### src/rtl/sdram_req_queue.sv
// sdram_req_queue: host-side request buffer in front of the SDRAM controller.
// Requests are queued in a small FIFO. One request at a time is presented to
// the controller as a level-held enable until the controller reports busy.
// Read data comes back as a single-cycle response pulse.
module sdram_req_queue #(
    parameter int HADDR_WIDTH = 25,
    parameter int DATA_WIDTH  = 8,
    parameter int DEPTH_LOG2  = 2
) (
    input  logic                   clk,
    input  logic                   rst_n,
    // host request channel
    input  logic                   req_valid,
    output logic                   req_ready,
    input  logic                   req_we,
    input  logic [HADDR_WIDTH-1:0] req_addr,
    input  logic [DATA_WIDTH-1:0]  req_wdata,
    // host response channel
    output logic                   rsp_valid,
    output logic [DATA_WIDTH-1:0]  rsp_rdata,
    output logic                   queue_idle,
    // controller interface
    output logic                   sdr_wr_enable,
    output logic                   sdr_rd_enable,
    output logic [HADDR_WIDTH-1:0] sdr_wr_addr,
    output logic [HADDR_WIDTH-1:0] sdr_rd_addr,
    output logic [DATA_WIDTH-1:0]  sdr_wr_data,
    input  logic                   sdr_busy,
    input  logic                   sdr_rd_ready,
    input  logic [DATA_WIDTH-1:0]  sdr_rd_data
);

    localparam int DEPTH = 1 << DEPTH_LOG2;
    localparam logic [DEPTH_LOG2:0] PTR_ONE = 1;

    typedef struct packed {
        logic                   we;
        logic [HADDR_WIDTH-1:0] addr;
        logic [DATA_WIDTH-1:0]  wdata;
    } entry_t;

    typedef enum logic [1:0] {
        IDLE,
        ISSUE,
        WAIT_WR,
        WAIT_RD
    } state_t;

    entry_t               fifo_mem [DEPTH];
    logic [DEPTH_LOG2:0]  wr_ptr;
    logic [DEPTH_LOG2:0]  rd_ptr;
    logic                 empty;
    logic                 full;
    logic                 push;
    logic                 pop;
    entry_t               head;
    state_t               state;
    logic                 hold_we;

    // The extra pointer MSB tells a full FIFO apart from an empty one.
    assign empty = (wr_ptr == rd_ptr);
    assign full  = (wr_ptr[DEPTH_LOG2] != rd_ptr[DEPTH_LOG2]) &&
                   (wr_ptr[DEPTH_LOG2-1:0] == rd_ptr[DEPTH_LOG2-1:0]);

    // Readiness depends only on stored state, never on req_valid.
    assign req_ready  = !full;
    assign push       = req_valid && !full;
    // A new request is only taken once the controller has gone quiet, which
    // also covers busy lagging rd_ready by a cycle after a read.
    assign pop        = (state == IDLE) && !empty && !sdr_busy;
    assign head       = fifo_mem[rd_ptr[DEPTH_LOG2-1:0]];
    assign queue_idle = empty && (state == IDLE);

    // Request storage: written on push, read at the head pointer.
    // NOTE: the storage array has no reset; the pointers alone define which
    // entries are valid, so clearing the data would only add reset fanout.
    always_ff @(posedge clk) begin
        if (push) begin
            fifo_mem[wr_ptr[DEPTH_LOG2-1:0]] <= '{we: req_we, addr: req_addr, wdata: req_wdata};
        end
    end

    // FIFO pointers; simultaneous push and pop both advance, count unchanged.
    // NOTE: all clocked state uses non-blocking assignments so every register
    // samples pre-edge values regardless of block evaluation order.
    always_ff @(posedge clk or negedge rst_n) begin
        if (!rst_n) begin
            wr_ptr <= '0;
            rd_ptr <= '0;
        end else begin
            if (push) wr_ptr <= wr_ptr + PTR_ONE;
            if (pop)  rd_ptr <= rd_ptr + PTR_ONE;
        end
    end

    // Issue FSM with registered controller-side and response outputs.
    always_ff @(posedge clk or negedge rst_n) begin
        if (!rst_n) begin
            state         <= IDLE;
            hold_we       <= 1'b0;
            sdr_wr_enable <= 1'b0;
            sdr_rd_enable <= 1'b0;
            sdr_wr_addr   <= '0;
            sdr_rd_addr   <= '0;
            sdr_wr_data   <= '0;
            rsp_valid     <= 1'b0;
            rsp_rdata     <= '0;
        end else begin
            rsp_valid <= 1'b0;
            unique case (state)
                IDLE: begin
                    if (pop) begin
                        hold_we <= head.we;
                        // Only the active direction's address is updated; the
                        // other side keeps its previous value.
                        if (head.we) begin
                            sdr_wr_addr   <= head.addr;
                            sdr_wr_data   <= head.wdata;
                            sdr_wr_enable <= 1'b1;
                        end else begin
                            sdr_rd_addr   <= head.addr;
                            sdr_rd_enable <= 1'b1;
                        end
                        state <= ISSUE;
                    end
                end
                ISSUE: begin
                    // Enable is a level: the controller may be refreshing and
                    // ignore it for a while, so hold until busy is seen.
                    if (sdr_busy) begin
                        sdr_wr_enable <= 1'b0;
                        sdr_rd_enable <= 1'b0;
                        state         <= hold_we ? WAIT_WR : WAIT_RD;
                    end
                end
                WAIT_WR: begin
                    if (!sdr_busy) state <= IDLE;
                end
                WAIT_RD: begin
                    if (sdr_rd_ready) begin
                        rsp_rdata <= sdr_rd_data;
                        rsp_valid <= 1'b1;
                        state     <= IDLE;
                    end
                end
                default: state <= IDLE;
            endcase
        end
    end

endmodule

### config.mk
export PLATFORM = sky130hd
export DESIGN_NAME = sdram_req_queue
export DESIGN_NICKNAME = d
export VERILOG_FILES = /design/src/rtl/sdram_req_queue.sv
export SDC_FILE = /design/constraint.sdc
export NUM_CORES = 1
export LEC_CHECK = 0
export ABC_AREA = 1
export ABC_CLOCK_PERIOD_IN_PS = 3700
export CAP_MARGIN = 25
export CORE_MARGIN = 2
export CORE_UTILIZATION = 35
export CTS_BUF_LIST = sky130_fd_sc_hd__clkbuf_8
export DETAILED_ROUTE_END_ITERATION = 8
export PLACE_DENSITY = 0.66
export REMOVE_ABC_BUFFERS = 1
export SLEW_MARGIN = 15
export SYNTH_ARGS = -nofsm -noshare
export SYNTH_HDL_FRONTEND = slang
export SYNTH_SLANG_ARGS = --single-unit
### constraint.sdc
create_clock -name clk -period 3.7 [get_ports clk]
set_clock_uncertainty 0.2 [all_clocks]
set_input_delay 0.555 -clock clk [delete_from_list [all_inputs] [get_ports clk]]
set_output_delay 0.555 -clock clk [all_outputs]
set_load 0.01 [all_outputs]
After elaboration in Yosys (flattened, before gate mapping)
Memories as Yosys holds them, arrays and structs flattened. Index checks and enable logic that the tools add are counted.

Bitwise logic cells: 1. Add/subtract/negate cells: 2. Reductions and logical operators: 17. Muxes and demuxes: 17. Equality and inequality tests: 12.

Operator list (count): inequality test 2 bit, second input constant (6); AND reduction 4 bit (3); two-way mux 1 bit (10); two-way mux 2 bit (4); case mux 2 bit (4 select lines) (1); adder 3 x 1 -> 3 bit, second input constant (2); AND reduction 3 bit (2); logical AND 1 bit (5); == test 2 bit, second input constant (2); case mux 1 bit (2 select lines) (2); AND reduction 2 bit (2); == test 3 bit (1); logical NOT 1 bit (3); == test 2 x 1 -> 1 bit, second input constant (1); == test 2 bit (1); logical NOT 2 bit (1); nonzero test 2 bit (1); inequality test 1 bit (1); NOT 1 bit (1).

RAM bits: 136. Flip-flop bits (word level): 78. Bits of input ports: 47. Memories: 1. Word-level logic and storage cells: 61.

Memories: fifo_mem (words 4, bits a word 34, read ports 1, clocked after memory_dff 0, wr ports 1, line 49) `entry_t fifo_mem [DEPTH];`.

Depth between registers and ports, before layout
Gate-level depths: netlist of the first run.

Depth after elaboration: 6. Gate-level depth with buffers: 11.

Worst setup path before layout of the first run
Ideal clock, no wire load.

Kind: register to register. From: register rd_ptr[1]. To: memory fifo_mem[3][0] (netlist bit) (enable). Path buffers: 1. Arrival: 2.490 ns. Clock period less this slack: 3.116 ns. Cell stages (with the launch flop): 8. Slack: 0.584 ns. Cell sequence: dfrtp_1 buf_2 inv_2 nand2_1 nand2_1 nand4_1 nand2_1 nor2_1.

Cells in the longest elaborated chain, start to end: 6.

Ends and longest elaborated chain: from (decl) (line 51) `logic [DEPTH_LOG2:0] rd_ptr;`; from (signal assigned) (line 92) `if (pop) rd_ptr <= rd_ptr + PTR_ONE;`; == test 2 bit (line 63) `(wr_ptr[DEPTH_LOG2-1:0] == rd_ptr[DEPTH_LOG2-1:0]);`; logical AND 1 bit (line 62) `assign full = (wr_ptr[DEPTH_LOG2] != rd_ptr[DEPTH_LOG2]) &&`; logical NOT 1 bit; net req_ready (line 14) `output logic req_ready,`; logical AND 1 bit (line 67) `assign push = req_valid && !full;`; two-way mux 1 bit (line 78) `if (push) begin`; two-way mux 1 bit (not written as such) (line 79) `fifo_mem[wr_ptr[DEPTH_LOG2-1:0]] <= '{we: req_we, addr: req_addr, wdata: req_wdata};`; to (decl) (line 49).

The timed path passes the listed nets, and every way through them passes these cells.

Final worst setup path of the first run
From: register rd_ptr[0]. To: output queue_idle.

Cells in the longest elaborated chain, start to end: 2.

Ends and longest elaborated chain: == test 3 bit (line 61) `assign empty = (wr_ptr == rd_ptr);`; logical AND 1 bit (line 72) `assign queue_idle = empty && (state == IDLE);`; to (decl) (line 21) `output logic queue_idle,`.

Every way passes these cells.

==> results of run 1 <==
## routing by layer
metal  up-vias  global-route usage, %
met5         -                      0
met4         6                   4.24
met3        30                   5.12
met2       158                   25.0
met1      2528                   19.1
li1       2633                      -
## layout make-up
class,count,share of cell area [%]
Clock inverter,26,1.96
Inverter,20,0.723
Multi-Input combinational cell,430,18.6
Antenna cell,1,0.0241
Tap cell,313,3.77
Sequential cell,214,58.1
Clock buffer,36,4.77
Timing Repair Buffer,127,12.0
## cells by family (layout without fill, tap and decap cells)
| group | Yosys count | count (layout) | synth area share [%] |
|---|---|---|---|
| other | 0 | 1 | 0 |
| buffers and inverters | 51 | 209 | 3.06 |
| adder cells (fa/ha/maj) | 5 | 5 | 0.764 |
| AND/OR/NAND/NOR | 318 | 318 | 15.2 |
| flip-flops | 214 | 214 | 73.8 |
| XOR/XNOR | 3 | 3 | 0.321 |
| AO/OA/AOI/OAI | 104 | 104 | 6.90 |
## power by group
part / switching, mW / internal (mW)
Combinational: 1.78 / 1.18
Sequential: 0.323 / 3.30
Clock: 0.922 / 1.13
## per-stage QoR
| stage | hold slack, ps | total power, mW | utilization [%] |
|---|---|---|---|
| 6_report | 271 | 8.63 | 45.6 |
| 3_5_place_dp | 259 | 6.67 | 42.4 |
| 2_1_floorplan | 59.4 | 5.21 | - |
| 4_1_cts | 58.1 | 8.75 | 45.5 |
| 5_1_grt | 288 | 9.24 | 45.6 |
| 3_3_place_gp | 252 | 6.62 | 42.4 |
## cell usage after synthesis
cell type  instances
nand2_1          231
edfxtp_1         136
dfrtp_1           78
nor2_1            75
o21ai_0           68
o22ai_1           33
inv_1             15
clkbuf_1          13
buf_2             11
buf_6              5
ha_1               5
inv_2              5
nand3_1            5
xor2_1             3
a21oi_1            2
buf_4              2
nand4_1            2
nand2_4            1
nand3_2            1
nor2_2             1
nor2_4             1
nor2_8             1
o211ai_1           1
## timing repair
item | CTS | global route
hold buffers | 0 | 1
setup buffers | 0 | 0
endpoints found under the setup margin | 0 | 0
hold endpoints to repair | 0 | 78
## worst max-delay path: stages (launching register included)
cell	delay, ps
dfrtp_2	550
inv_2	130
nand2_1	50
nand2_1	100
nand3_2	120
nor2_1	120
clkdlybuf4s50_1	550
## path summary, 6_finish.rpt
check / startpoint / to / slack (ps) / cells past startpoint
worst max-delay path: rd_ptr[0]$_DFFE_PN0P_ / queue_idle / 800 / 6
worst min-delay path: sdr_wr_addr[6]$_DFFE_PN0P_ / sdr_wr_addr[6]$_DFFE_PN0P_ / 270 / 2
worst max register to register: rd_ptr[0]$_DFFE_PN0P_ / fifo_mem[3][4]$_DFFE_PP_ / 1200 / 7
worst min register to register: sdr_wr_addr[6]$_DFFE_PN0P_ / sdr_wr_addr[6]$_DFFE_PN0P_ / 270 / 2
max in group asynchronous: rst_n / rd_ptr[0]$_DFFE_PN0P_ / 2300 / 2
min in group asynchronous: rst_n / state[1]$_DFFE_PN0P_ / 460 / 2
## state kept, by name, indices dropped and copies added (netlist names)
register	cells
sdr_wr_addr	25
sdr_rd_enable	1
rsp_rdata	8
rsp_valid	1
fifo_mem	136
sdr_rd_addr	25
wr_ptr	3
rd_ptr	3
hold_we	1
sdr_wr_data	8
sdr_wr_enable	1
state	2
==> results.cfg, run 1 <==
[cells_and_area]
drive_gt1_share_pct = 8.79
multi_input_area_um2 = 1930
nets = 879
fin_cells = 1167
seq_area_um2 = 6040
final_cell_mix = nand2_1 (231), edfxtp_1 (136), clkdlybuf4s50_1 (116)
syn2layout_area_growth_pct = 26.9
fillers = 2095
mostFrequentLayoutCell = nand2_1
final_area_um2 = 10400

[floorplanning]
coreArea_um2 = 22800
die_x_um = 157
fp.dieH_um = 157
rows = 55
num_io_pins = 118
die_area_um2 = 24600
initial_core_util_pct = 35.9

[critical_path]
critPathMaxFanout = 20
start_kind = flop
cp.required_ps = 2940
critPathCaptureType = primary output
cp.arrival_ps = 2140
path_class = flop to primary output

[routing]
met3_length_mm = 1.48
vias = 5355
postRouteAntennaNets = 0
wirelength_mm = 18.4
viasPerCell = 4.59
initialDrtViolationCount = 389
routedWlPerCell_um = 15.7
drt-met1-wl_mm = 7.89
route.met2.wl_mm = 8.67
dr.pass1.iters = 5
drc = 0
dr.max_layer_used = met5

[place]
io_buffer_count = 117
place_inst = 1103
dpl_cell_area_um2 = 9670
place_ws_ps = 1050
dp_hpwl_mm = 10.8
gp_congestion = 0.726

[grt]
grt_pass1_wl_mm = 29.0
grt_overflow = 0
track_usage_pct = 15.2
grt_pass1_vias = 5411
antenna_found_initial = 4
grt_max_degree = 79

[timing]
worstMarginPinSlew_ps = 761
fin_ws_ps = 803
maxSlewHeadroom_pct = 49.2
rsz0062_at_grt = no
slew_viol_final = 0
fin_crit_ps = 2900
post-route-period-util_pct = 78.3
setup_viol = 0
tns_ps = 0
clock.fmax_mhz = 345
finalHoldViolations = 0

[synth]
ys_ff_latch = 214
synth.cell_area_um2 = 8180
synth.area.top_cells = edfxtp_1 (50%), dfrtp_1 (24%), nand2_1 (11%)
syn_avg_cell_area_um2 = 11.8
synthCells = 695
yosysWarnings = 0
netlist.area_leader.share_pct = 49.9
yosys.cell_types.count = 23
synth_area_leader_cell = edfxtp_1
synth-seq-area-share_pct = 73.8

[cts]
ctsResizeCount = 0
cts_root_buf = clkbuf_8
clock-sinks = 214
htree_levels = 2
clock_latency_ps = 520
clockBufferDepth = 3
clk_pin_slew_ps = 60
cts_tree = done
numCtsBuffers = 34

[status]
status = finished, final reports clean

[power]
p_per_area_nw_per_um2 = 831
leakage_nw = 4.21
vdd_drop_max_mv = 0.316

[flow_run]
maxCapViolCount = 0

[min_path]
hold_class = flop to flop
Power figures use the tool's default switching activity.
==> run 2, diff against run 1 <==
--- a/config.mk
+++ b/config.mk
@@ -6,13 +6,13 @@
 export NUM_CORES = 1
 export LEC_CHECK = 0
 export ABC_AREA = 1
-export ABC_CLOCK_PERIOD_IN_PS = 3700
+export ABC_CLOCK_PERIOD_IN_PS = 2500
 export CAP_MARGIN = 25
 export CORE_MARGIN = 2
 export CORE_UTILIZATION = 35
 export CTS_BUF_LIST = sky130_fd_sc_hd__clkbuf_8
 export DETAILED_ROUTE_END_ITERATION = 8
-export PLACE_DENSITY = 0.66
+export PLACE_DENSITY = 0.68
 export REMOVE_ABC_BUFFERS = 1
 export SLEW_MARGIN = 15
 export SYNTH_ARGS = -nofsm -noshare
==> constraint.sdc (replaced) <==
create_clock -name clk -period 2.5 [get_ports clk]
set_clock_uncertainty 0.2 [all_clocks]
set_input_delay 0.375 -clock clk [delete_from_list [all_inputs] [get_ports clk]]
set_output_delay 0.375 -clock clk [all_outputs]
set_load 0.01 [all_outputs]
==> run 2 against run 1 <==
Sequential share of layout area decreased by 0.24 points. Largest cell class unchanged. Critical endpoint unchanged. First-iteration DRC count decreased by 13%. Global-route usage increased by 0.13 points. Largest power group unchanged. Worst setup slack got worse by 650 ps. Via count increased by 1.7%.
==> results.cfg, run 2 (same netlist as run 1, synthesis figures left out) <==
[critical_path]
reg2reg_to = sdr_rd_addr[8]$_DFFE_PN0P_
cp.required_ps = 1920
start_kind = flop
r2r_setup_slack_ps = 290
cp.arrival_ps = 1770
critPathMaxStageDelay_ps = 410
path_depth = 6
path_class = flop to primary output
timing.reg2reg.worst_path_depth = 10
r2r-start = rd_ptr[0]$_DFFE_PN0P_
critPathBufInv = 2
critPathMaxFanout = 4
cp_cell_sequence = inv_1 -> nand2_1 -> nand2_1 -> nand3_2 -> nor2_1 -> dlygate4sd2_1
crit_top_cell = nand2_1
critPathSlowestCell = dfrtp_1
critPathCaptureType = primary output
crit_family = simple AND/OR/NAND/NOR gates

[timing]
finalHoldViolations = 0
clock.fmax_mhz = 426
fin_ws_ps = 155
tns_ps = 0
worstMarginPinSlew_ps = 685
fin_crit_ps = 2350
rsz0062_at_grt = no
maxSlewHeadroom_pct = 54.2
post-route-period-util_pct = 93.8
slew_viol_final = 0
setup_viol = 0

[cts]
clockBufferDepth = 3
htree_levels = 2
numCtsBuffers = 36
clock_latency_ps = 500
cts_tree = done
clock-sinks = 214
clk_pin_slew_ps = 60
cts_setup_buffers = 0
cts_root_buf = clkbuf_8

[cells_and_area]
nets = 890
final_cell_mix = nand2_1 (231), edfxtp_1 (136), clkdlybuf4s50_1 (114)
fillers = 2098
mostFrequentLayoutCell = nand2_1
drive_gt1_share_pct = 8.81
utilization_pct = 45.8
syn2layout_area_growth_pct = 27.4
largest_register_ffs = 136
final_area_um2 = 10400

[grt]
track_usage_pct = 15.3
gr-usage-met2_pct = 25.9
grt_pass1_wl_mm = 29.2
grt_busiest_layer = met2
met3_usage_pct = 4.05
antenna_found_initial = 1
grt_pass1_vias = 5447
grt_overflow = 0
met1_usage_pct = 19.5
grt_max_degree = 42

[place]
dp_hpwl_mm = 11.4
io_buffer_count = 117
dpl_cell_area_um2 = 9760
gp_congestion = 0.744
place_ws_ps = 253

[routing]
initialDrtViolationCount = 339
drc = 0
vias = 5444
routedWlPerCell_um = 15.8
postRouteAntennaNets = 0
dr.pass1.iters = 4
wirelength_mm = 18.6
viasPerCell = 4.63

[min_path]
hold_class = primary input to async pin

[floorplanning]
initial_core_util_pct = 35.9
num_io_pins = 118
fp.dieH_um = 157
coreArea_um2 = 22800
rows = 55
die_area_um2 = 24600
die_x_um = 157

[power]
leakage_nw = 4.26
p_per_area_nw_per_um2 = 1210
vdd_drop_max_mv = 0.447

[flow_run]
maxCapViolCount = 0

[status]
status = finished, final reports clean
[run 2: cell type report]
class	instances	area, um2	share of cell area (%)
Sequential cell	214	6040	57.9
Tap cell	313	392	3.76
Inverter	20	75.1	0.720
Clock buffer	39	537	5.15
Clock inverter	24	116	1.12
Timing Repair Buffer	136	1340	12.8
Multi-Input combinational cell	430	1930	18.5
Antenna cell	1	2.50	0.0240
[run 2: routing by layer]
layer / up-vias / share of wire (%)
met5: - / 0
met4: 0 / 1.3
met3: 24 / 6.3
met2: 146 / 47
met1: 2622 / 45
li1: 2652 / -
[run 2: repair_timing]
action | 4_1_cts | 5_1_grt
pin swaps | 0 | 0
hold buffers | 1 | 0
setup endpoints to repair | 2 | 1
hold endpoints to repair | 37 | 0
gates resized for setup | 3 | 1
[run 2: worst register-to-register path: cells and delay by family, from the launching register on]
| family | cells | cell delay, ps |
|---|---|---|
| buffers and inverters | 4 | 870 |
| AND/OR/NAND/NOR | 6 | 610 |
| flip-flops | 1 | 450 |
[run 2: worst max path at each step]
stage                          startpoint                         to
finish              wr_ptr[1]$_DFFE_PN0P_                 queue_idle
detailed placement  rd_ptr[1]$_DFFE_PN0P_  fifo_mem[1][24]$_DFFE_PP_
global placement    rd_ptr[1]$_DFFE_PN0P_   fifo_mem[0][6]$_DFFE_PP_
floorplan           rd_ptr[0]$_DFFE_PN0P_   fifo_mem[3][0]$_DFFE_PP_
CTS                 wr_ptr[1]$_DFFE_PN0P_                  req_ready
global route        wr_ptr[1]$_DFFE_PN0P_                 queue_idle
[run 2: power by group]
part           internal (mW)  switching, mW  leakage, nW
clock                   1.53           1.28        0.395
sequential              4.88          0.462         2.22
combinational           1.82           2.70         1.64
total                   8.23           4.44         4.26
[run 2: per-stage QoR]
stage / std cells / hold WS (ps) / power (mW)
after floorplan: 664 / -121 / 7.71
after detailed placement: 1112 / 205 / 10.0
final: 1177 / 206 / 12.7
after global routing: 1176 / 208 / 13.6
after CTS: 1176 / 194 / 12.9
after global placement: 1112 / 196 / 9.92
